--- config.mk ---
export PLATFORM = sky130hd
export DESIGN_NAME = pregame_sequencer
export DESIGN_NICKNAME = d
export VERILOG_FILES = /design/src/rtl/pregame_pkg.sv /design/src/rtl/pregame_cycle_counter.sv /design/src/rtl/pregame_sequencer.sv
export SDC_FILE = /design/constraint.sdc
export NUM_CORES = 1
export LEC_CHECK = 0
export ABC_CLOCK_PERIOD_IN_PS = 2900
export BUFFER_PORTS_ARGS = -buffer_cell sky130_fd_sc_hd__buf_2
export CAP_MARGIN = 10
export CORE_UTILIZATION = 41
export CTS_CLUSTER_DIAMETER = 60
export DETAILED_ROUTE_END_ITERATION = 10
export GPL_TIMING_DRIVEN = 0
export SLEW_MARGIN = 20
export SYNTH_ARGS = -nofsm -noshare
export SYNTH_HDL_FRONTEND = slang
export SYNTH_SLANG_ARGS = --single-unit
--- constraint.sdc ---
create_clock -name clock -period 2.9 [get_ports clock]
set_input_delay 0.435 -clock clock [delete_from_list [all_inputs] [get_ports clock]]
set_output_delay 0.435 -clock clock [all_outputs]
set_load 0.005 [all_outputs]
--- src/rtl/pregame_pkg.sv ---
// Shared state encoding and width helpers for the pre-game sequencer.
// Optional watchdog is enabled by defining PREGAME_TIMEOUT_EN.
package pregame_pkg;

    localparam logic [2:0] ENC_IDLE       = 3'd0;
    localparam logic [2:0] ENC_RESET      = 3'd1;
    localparam logic [2:0] ENC_RESET_WAIT = 3'd2;
    localparam logic [2:0] ENC_WAIT_MODE  = 3'd3;
    localparam logic [2:0] ENC_DELAY      = 3'd4;
    localparam logic [2:0] ENC_REQ        = 3'd5;
    localparam logic [2:0] ENC_WAIT_NAME  = 3'd6;
    localparam logic [2:0] ENC_END        = 3'd7;

    typedef enum logic [2:0] {
        ST_IDLE       = ENC_IDLE,
        ST_RESET      = ENC_RESET,
        ST_RESET_WAIT = ENC_RESET_WAIT,
        ST_WAIT_MODE  = ENC_WAIT_MODE,
        ST_DELAY      = ENC_DELAY,
        ST_REQ        = ENC_REQ,
        ST_WAIT_NAME  = ENC_WAIT_NAME,
        ST_END        = ENC_END
    } state_t;

    function automatic int pw_calc(input int max_players);
        return $clog2(max_players + 1);
    endfunction

    function automatic int iw_calc(input int max_players);
        return (max_players > 1) ? $clog2(max_players) : 1;
    endfunction

    function automatic int cnt_width(input int limit);
        return (limit > 1) ? $clog2(limit) : 1;
    endfunction

endpackage

--- src/rtl/pregame_cycle_counter.sv ---
// Clearable saturating up-counter with a registered terminal-count flag
// (done is high while the count equals LIMIT-1).
module pregame_cycle_counter
    import pregame_pkg::*;
#(
    parameter int LIMIT = 16,
    parameter int WIDTH = cnt_width(LIMIT)
) (
    input  logic clock,
    input  logic resetn,
    input  logic clear,
    input  logic enable,
    output logic done
);

    localparam logic [WIDTH-1:0] LAST = WIDTH'(LIMIT - 1);

    logic [WIDTH-1:0] count_r;
    logic [WIDTH-1:0] count_next_s;

    // Next count: clear dominates, then saturating increment.
    always_comb begin
        count_next_s = count_r;
        if (clear) begin
            count_next_s = '0;
        end else if (enable && (count_r != LAST)) begin
            count_next_s = count_r + WIDTH'(1);
        end else begin
            count_next_s = count_r;
        end
    end

    // Count register and terminal flag derived from the next count.
    always_ff @(posedge clock or negedge resetn) begin
        if (!resetn) begin
            count_r <= '0;
            done    <= (LAST == '0);
        end else begin
            count_r <= count_next_s;
            done    <= (count_next_s == LAST);
        end
    end

endmodule

--- src/rtl/pregame_sequencer.sv ---
// Pre-game sequencer: model clear, player-count wait, per-player name requests.
// Define PREGAME_TIMEOUT_EN to add the callback watchdog and timeout_err.
module pregame_sequencer
    import pregame_pkg::*;
#(
    parameter int MAX_PLAYERS    = 4,
    parameter int DELAY_CYCLES   = 16,
    parameter int TIMEOUT_CYCLES = 1_000_000,
    localparam int PW = pw_calc(MAX_PLAYERS),
    localparam int IW = iw_calc(MAX_PLAYERS)
) (
    input  logic          clock,
    input  logic          resetn,
    input  logic          start,
    input  logic          abort,
    input  logic          cbk_from_reset,
    input  logic          cbk_from_view,
    input  logic          cbk_from_end_confirm,
    input  logic [PW-1:0] num_players,
    output logic          clear_req,
    output logic          name_req,
    output logic [IW-1:0] name_idx,
    output logic          name_done,
    output logic          busy
`ifdef PREGAME_TIMEOUT_EN
    , output logic        timeout_err
`endif
);

    if ((MAX_PLAYERS < 1) || (DELAY_CYCLES < 1) || (TIMEOUT_CYCLES < 1)) begin : g_param_check
        $error("pregame_sequencer: parameters must be >= 1");
    end

    state_t        state_r;
    state_t        next_state_s;
    logic [IW-1:0] idx_r;
    logic [IW-1:0] next_idx_s;
    logic [PW-1:0] n_lat_r;
    logic [PW-1:0] next_n_lat_s;
    logic          delay_done_s;
    logic          delay_clear_s;

    assign delay_clear_s = (state_r != ST_DELAY);

    pregame_cycle_counter #(
        .LIMIT (DELAY_CYCLES)
    ) u_delay_cnt (
        .clock  (clock),
        .resetn (resetn),
        .clear  (delay_clear_s),
        .enable (!delay_clear_s),
        .done   (delay_done_s)
    );

`ifdef PREGAME_TIMEOUT_EN
    logic wd_done_s;
    logic wd_clear_s;
    logic timeout_hit_s;

    // Watchdog runs only in the two callback-wait states; any other state holds it at zero.
    assign wd_clear_s = !((state_r == ST_RESET_WAIT) || (state_r == ST_WAIT_NAME));

    pregame_cycle_counter #(
        .LIMIT (TIMEOUT_CYCLES)
    ) u_wd_cnt (
        .clock  (clock),
        .resetn (resetn),
        .clear  (wd_clear_s),
        .enable (!wd_clear_s),
        .done   (wd_done_s)
    );
`endif

    // Next-state, index and player-count latch logic; abort overrides everything.
    always_comb begin
        next_state_s = state_r;
        next_idx_s   = idx_r;
        next_n_lat_s = n_lat_r;
`ifdef PREGAME_TIMEOUT_EN
        timeout_hit_s = 1'b0;
`endif
        if (abort) begin
            next_state_s = ST_IDLE;
            next_idx_s   = '0;
            next_n_lat_s = '0;
        end else begin
            case (state_r)
                ST_IDLE: begin
                    if (start) begin
                        next_state_s = ST_RESET;
                    end else begin
                        next_state_s = ST_IDLE;
                    end
                end
                ST_RESET: begin
                    next_state_s = ST_RESET_WAIT;
                end
                ST_RESET_WAIT: begin
                    if (cbk_from_reset) begin
                        next_state_s = ST_WAIT_MODE;
                    end
`ifdef PREGAME_TIMEOUT_EN
                    else if (wd_done_s) begin
                        next_state_s  = ST_IDLE;
                        timeout_hit_s = 1'b1;
                    end
`endif
                    else begin
                        next_state_s = ST_RESET_WAIT;
                    end
                end
                ST_WAIT_MODE: begin
                    if (num_players != '0) begin
                        if (num_players > PW'(MAX_PLAYERS)) begin
                            next_n_lat_s = PW'(MAX_PLAYERS);
                        end else begin
                            next_n_lat_s = num_players;
                        end
                        next_idx_s   = '0;
                        next_state_s = ST_DELAY;
                    end else begin
                        next_state_s = ST_WAIT_MODE;
                    end
                end
                ST_DELAY: begin
                    if (delay_done_s) begin
                        next_state_s = ST_REQ;
                    end else begin
                        next_state_s = ST_DELAY;
                    end
                end
                ST_REQ: begin
                    next_state_s = ST_WAIT_NAME;
                end
                ST_WAIT_NAME: begin
                    if (cbk_from_view) begin
                        if (PW'(idx_r) == (n_lat_r - PW'(1))) begin
                            next_state_s = ST_END;
                        end else begin
                            next_idx_s   = idx_r + IW'(1);
                            next_state_s = ST_DELAY;
                        end
                    end
`ifdef PREGAME_TIMEOUT_EN
                    else if (wd_done_s) begin
                        next_state_s  = ST_IDLE;
                        timeout_hit_s = 1'b1;
                    end
`endif
                    else begin
                        next_state_s = ST_WAIT_NAME;
                    end
                end
                ST_END: begin
                    if (cbk_from_end_confirm) begin
                        next_state_s = ST_IDLE;
                    end else begin
                        next_state_s = ST_END;
                    end
                end
                default: begin
                    next_state_s = ST_IDLE;
                    next_idx_s   = '0;
                    next_n_lat_s = '0;
                end
            endcase
        end
    end

    // State, index and latched player count registers.
    always_ff @(posedge clock or negedge resetn) begin
        if (!resetn) begin
            state_r <= ST_IDLE;
            idx_r   <= '0;
            n_lat_r <= '0;
        end else begin
            state_r <= next_state_s;
            idx_r   <= next_idx_s;
            n_lat_r <= next_n_lat_s;
        end
    end

    // Outputs are registered from the next state, so each one tracks the current state exactly.
    always_ff @(posedge clock or negedge resetn) begin
        if (!resetn) begin
            clear_req <= 1'b0;
            name_req  <= 1'b0;
            name_idx  <= '0;
            name_done <= 1'b0;
            busy      <= 1'b0;
        end else begin
            clear_req <= (next_state_s == ST_RESET);
            name_req  <= (next_state_s == ST_REQ);
            name_done <= (next_state_s == ST_END);
            busy      <= (next_state_s != ST_IDLE);
            if ((next_state_s == ST_DELAY) || (next_state_s == ST_REQ) ||
                (next_state_s == ST_WAIT_NAME)) begin
                name_idx <= next_idx_s;
            end else begin
                name_idx <= '0;
            end
        end
    end

`ifdef PREGAME_TIMEOUT_EN
    // Watchdog strobe, high for the first IDLE cycle after an expiry.
    always_ff @(posedge clock or negedge resetn) begin
        if (!resetn) begin
            timeout_err <= 1'b0;
        end else begin
            timeout_err <= timeout_hit_s;
        end
    end
`endif

endmodule

After elaboration in Yosys (flattened, before gate mapping)
Index checks and enable logic that the tools add are counted.
{ "totals": {"in_bits": 10, "out_inout_bits": 6, "elab_cells": 61, "regBits": 19} }
{ "classes": {"addsub": 3, "eq_ne": 16, "n_mux": 21, "n_reduce_logical": 10, "order_cmp": 1} }
{ "ops": {"columns": ["cell", "count"], "rows": [
  ["equality test 3 bit (second input constant)", 8],
  ["two-way mux 3 bit", 8],
  ["one-hot mux 3 bit (8 select lines)", 1],
  ["two-way mux 2 bit", 6],
  ["two-way mux 4 bit", 2],
  ["equality test 3 x 1 -> 1 bit (second input constant)", 2],
  ["equality test 3 x 2 -> 1 bit (second input constant)", 2],
  ["nonzero test 3 bit", 2],
  ["adder 4 x 1 -> 4 bit (second input constant)", 1],
  ["equality test 4 bit (second input constant)", 1],
  ["inequality test 4 bit (second input constant)", 1],
  ["one-hot mux 2 bit (2 select lines)", 1],
  ["nonzero test 2 bit", 2],
  ["equality test 2 x 3 -> 1 bit", 1],
  ["greater-than comparator 3 bit (second input constant)", 1],
  ["logical NOT 3 bit", 1],
  ["two-way mux 1 bit", 3],
  ["inequality test 3 bit (second input constant)", 1],
  ["subtractor 3 x 1 -> 3 bit (second input constant)", 1],
  ["adder 2 x 1 -> 2 bit (second input constant)", 1],
  ["logical OR 1 bit", 2],
  ["AND reduction 2 bit", 1],
  ["logical AND 1 bit", 1],
  ["logical NOT 1 bit", 1]
]} }

Logic depth before layout (Yosys ltp)
{ "logic_depth": {"depth_word": 10, "ltp_mapped": 6, "mapped_depth_nobuf": 6} }

Modules after synthesis
Synthesis repeated with hierarchy kept, for this count alone.
{ "hier_totals": {"hier_cells": 110, "area_unflattened_um2": 1068.5} }
{ "by_module_without_submodules": {"columns": ["mod", "cells_each", "n_inst", "area_each_um2", "seq_area_each_um2"], "rows": [
  ["pregame_sequencer", 83, 1, 790.8, 350.3],
  ["pregame_cycle_counter", 27, 1, 277.8, 125.1]
]} }

Worst setup path before layout
No wires, ideal clock.
{ "synth_path": {"path_kind": "reg2reg", "startpoint": "register n_lat_r[0]", "endpoint": "register name_idx[1]", "synth_period_minus_slack_ps": 1742, "path_stages_with_launch": 7, "setup_slack_ps": 1158, "n_path_buf": 0, "arrival_time_ps": 1648, "setup_time_ps": 94, "required_ps": 2806, "path_cell_list": "dfrtp_1 -> inv_1 -> ha_1 -> xnor2_1 -> o311ai_1 -> mux2_2 -> a211oi_1"} }
{ "synth_via": {"elab_chain_len": 10, "elab_cells_between_ends": 16, "cone_classes": "add/sub (1); eq/ne (4); mux (9); reduce/logical (2)"} }
{ "synth_rtl": {"columns": ["element", "line_no", "rtl"], "rows": [
  ["start, declared", "pregame_sequencer.sv:38", "logic [PW-1:0] n_lat_r;"],
  ["start signal, assigned", "pregame_sequencer.sv:179", "n_lat_r <= next_n_lat_s;"],
  ["subtractor 3 x 1 -> 3 bit (*)", "pregame_sequencer.sv:137", "if (PW'(idx_r) == (n_lat_r - PW'(1))) begin"],
  ["equality test 2 x 3 -> 1 bit (*)", "pregame_sequencer.sv:137", null],
  ["two-way mux 2 bit", "pregame_sequencer.sv:137", null],
  ["two-way mux 3 bit", "pregame_sequencer.sv:136", "if (cbk_from_view) begin"],
  ["one-hot mux 3 bit (8 select lines)", "pregame_sequencer.sv:87", "case (state_r)"],
  ["two-way mux 3 bit", "pregame_sequencer.sv:82", "if (abort) begin"],
  ["equality test 3 bit", "pregame_sequencer.sv:196", "if ((next_state_s == ST_DELAY) || (next_state_s == ST_REQ) ||"],
  ["logical OR 1 bit (2 in a row)", "pregame_sequencer.sv:196", null],
  ["two-way mux 2 bit (*)", "pregame_sequencer.sv:196", null],
  ["end signal, assigned", "pregame_sequencer.sv:198", "name_idx <= next_idx_s;"],
  ["end, declared", "pregame_sequencer.sv:22", "output logic [IW-1:0] name_idx,"]
]} }
Mark *: on every way between the ends. The rest lies on a longest branch, timed or not.
A chain may end at the register's enable or synchronous reset.

Final worst setup path
{ "layout_path": {"startpoint": "register n_lat_r[0]", "endpoint": "register name_done"} }
{ "layout_via": {"elab_chain_len": 7} }
{ "layout_rtl": {"columns": ["element", "line_no", "rtl"], "rows": [
  ["subtractor 3 x 1 -> 3 bit", "pregame_sequencer.sv:137", null],
  ["equality test 2 x 3 -> 1 bit", "pregame_sequencer.sv:137", null],
  ["two-way mux 2 bit", "pregame_sequencer.sv:137", null],
  ["two-way mux 3 bit", "pregame_sequencer.sv:136", null],
  ["one-hot mux 3 bit (8 select lines)", "pregame_sequencer.sv:87", null],
  ["two-way mux 3 bit", "pregame_sequencer.sv:82", null],
  ["via next_state_s[1]", "pregame_sequencer.sv:35", "state_t next_state_s;"],
  ["equality test 3 bit", "pregame_sequencer.sv:194", "name_done <= (next_state_s == ST_END);"],
  ["end signal, assigned", "pregame_sequencer.sv:194", null],
  ["end, declared", "pregame_sequencer.sv:23", "output logic name_done,"]
]} }
The timed path passes the listed nets, and every way through them passes these cells.

==> metrics <==
Comb pwr share=0.124; status=completed; top-count cell post-synth=dfrtp_1; power density over the cells=395.7 nW/µm²; worst reg2reg path startpoint=n_lat_r[0]; critical path peak fanout=4; synth cell count leaders=dfrtp_1 (19), nor2_1 (13), inv_1 (6); worst-margin pin slew=0.6115 ns; Synth top area share=0.4556; most used flip-flop cell after synthesis=dfrtp_1; Die Ht=52.45 µm; global-route wire length before repair=3525 µm; clock buffer count from CTS=3; syn avg cell area=9.938 µm²; P_int=0.3459 mW; cells after synthesis=105; CTS tree=done; clock root cell=clkbuf_4; Die Wd=52.45 µm; top post-synthesis cells by area=dfrtp_1 (46%), nor2_1 (4.7%), xnor2_1 (3.4%); crit path from=n_lat_r[0]; setup TNS=0 ns; # hold bufs at CTS=0; initial antenna violation count=0; CP Cell Sequence=inv_1, ha_1, xor2_1, nand4_1, a311oi_2, nor3b_2; switching power=0.1195 mW; wirelength, routed=2080 µm; post-placement cell count=147; largest net degree at the start of global routing=20; DRC=0; Synthesized Nets=117; Critical Path RT=3.13 ns; hpwl dp=1570 µm; Area Growth Syn to Fin=12.71%; Reg2Reg Depth=6; area leader, netlist=dfrtp_1; Clk pin slew, worst setup/hold paths=0.11 ns; critical path class=register to register; flop-to-flop setup slack=0.97 ns; Final ANT Viol Nets=0; Starting DRT DRC Count=20; Sw Share=0.2568; later-pin clock latency in the skew report=0.30 ns; Max Freq=516.8 MHz; DR vias/cell=5.583; RSZ-0062 raised after global routing=false; Core Rows=17; CP bufs+invs=1; # setup viols final=0; vias in the first global route=771; die area=2751 µm²; antenna diode count=0; via count=843; synthesized area=1044 µm²; 1st-pass router iterations=3; startpoint types=register; end of the critical path=name_done; FF+latch count, synth=19; sequential share of power=0.588; routability cong.=0.7599; Max H-tree Level=1; min Tclk post-route=1.935 ns; LEAKAGE=0.5625 nW; post-cts resize count=0; grt ovf=0; Clock power frac=0.289; drt wl/cell=13.77 µm; worst min path class=input port to asynchronous set/reset pin; initial cell density of the core=0.4542; max-slew violation count=0; maximum clock path buffer count=2; final worst-path cycle share=0.6672; post-route cell area=1176 µm²; Port-buffer cells=14; Max Cap Violations=0; Hold Vio Cnt, Final=0; Fin Hold WS=0.05336 ns; capturing point of the worst reg2reg path=name_done; Post-Layout Cell Count=151; VDD IR max=0.0002786 V; clock skew after layout=0.001575 ns; postcts setup bufs=0; unique cell type count in the Yosys netlist=41; share of cells above drive strength 1=0.2033; yosys warns=0; ys async rst share=1.000; Crit-path slowest cell=dfrtp_1; CP max stage delay=0.44 ns; Tot GR Track Use=0.1841; core area=2297 µm²; Tot Pwr=0.4654 mW; number of nets in the layout=136; post-synthesis sequential area ratio=0.4556; worst slew margin relative to its limit=0.5892; IO Pins=16; critical path depth=6; clock sinks=19; crit end category=register; Placement Cell Area=1149 µm²; number of synthesized flops with an enable pin=0; Arrival @ worst endpoint=2.17 ns; delay-heaviest family, CP=flip-flops
[sequential cells by signal, indices dropped and copies added, names as in the netlist]
name	flops
u_delay_cnt.count_r	4
n_lat_r	3
state_r	3
idx_r	2
name_idx	2
busy	1
clear_req	1
name_done	1
name_req	1
u_delay_cnt.done	1
[area by class of cell]
| class | count | area [µm²] |
|---|---|---|
| fill | 218 | 1121 |
| multi-input combinational | 76 | 520.5 |
| sequential | 19 | 475.5 |
| timing repair buffer | 14 | 70.07 |
| tap | 28 | 35.03 |
| buffer | 4 | 25.02 |
| clock buffer | 3 | 22.52 |
| inverter | 6 | 22.52 |
| clock inverter | 1 | 5.005 |
[worst reg2reg max path, delay by kind of cell (launching register included)]
family	cells	cell delay, ns
DFF	1	0.44
AOI/OAI and AO/OA	1	0.41
and+or+nand+nor	2	0.40
adders and majority gates	1	0.33
xor gates and xnor gates	1	0.23
buffers and inverters	1	0.06
[cells by family after synthesis]
family	share of synthesized area
and+or+nand+nor	0.2170
AOI/OAI and AO/OA	0.1595
DFF	0.4556
buffers and inverters	0.04555
xor gates and xnor gates	0.06714
muxes	0.03117
adders and majority gates	0.02398
[metal layers]
metal | wire (µm) | track usage | up-vias
li1 | - | - | 420
met1 | 1017 | 0.2601 | 407
met2 | 955 | 0.2722 | 12
met3 | 60 | 0.02609 | 4
met4 | 46 | 0.09211 | 0
met5 | 0 | 0 | -
[power by group through the flow]
stage          sequential (mW)  combinational (mW)  clock, mW
5_1_grt                  0.274              0.0643      0.152
4_1_cts                  0.274              0.0581      0.145
6_report                 0.274              0.0575      0.134
3_5_place_dp             0.279              0.0580          0
3_3_place_gp             0.279              0.0569          0
2_1_floorplan            0.280              0.0340          0
[metrics by stage]
stage                     utilization  setup WS, ns
after floorplan                     -         1.158
after global placement         0.5000        0.9899
after detailed placement       0.5000        0.8973
after CTS                      0.5120        0.9685
after global routing           0.5120        0.8322
final                          0.5120        0.9652
[cell usage in the layout, fill, tap and decap left out, types with 4 or more instances in the layout]
| cell type | netlist | routed |
|---|---|---|
| nor2_1 | 13 | 13 |
| buf_2 | 1 | 15 |
| dfrtp_1 | 19 | 19 |
| a21oi_1 | 4 | 4 |
| inv_1 | 6 | 6 |
| xnor2_1 | 4 | 4 |
| xor2_1 | 4 | 4 |
| nand3_1 | 4 | 4 |
[how the worst min path moves through the flow]
stage | from | endpoint
after global routing | resetn | n_lat_r[0]
after global placement | resetn | n_lat_r[0]
final | resetn | n_lat_r[0]
after floorplan | resetn | busy
after detailed placement | resetn | n_lat_r[0]
after CTS | resetn | n_lat_r[0]
No activity file was read; power rests on OpenSTA's default activity.
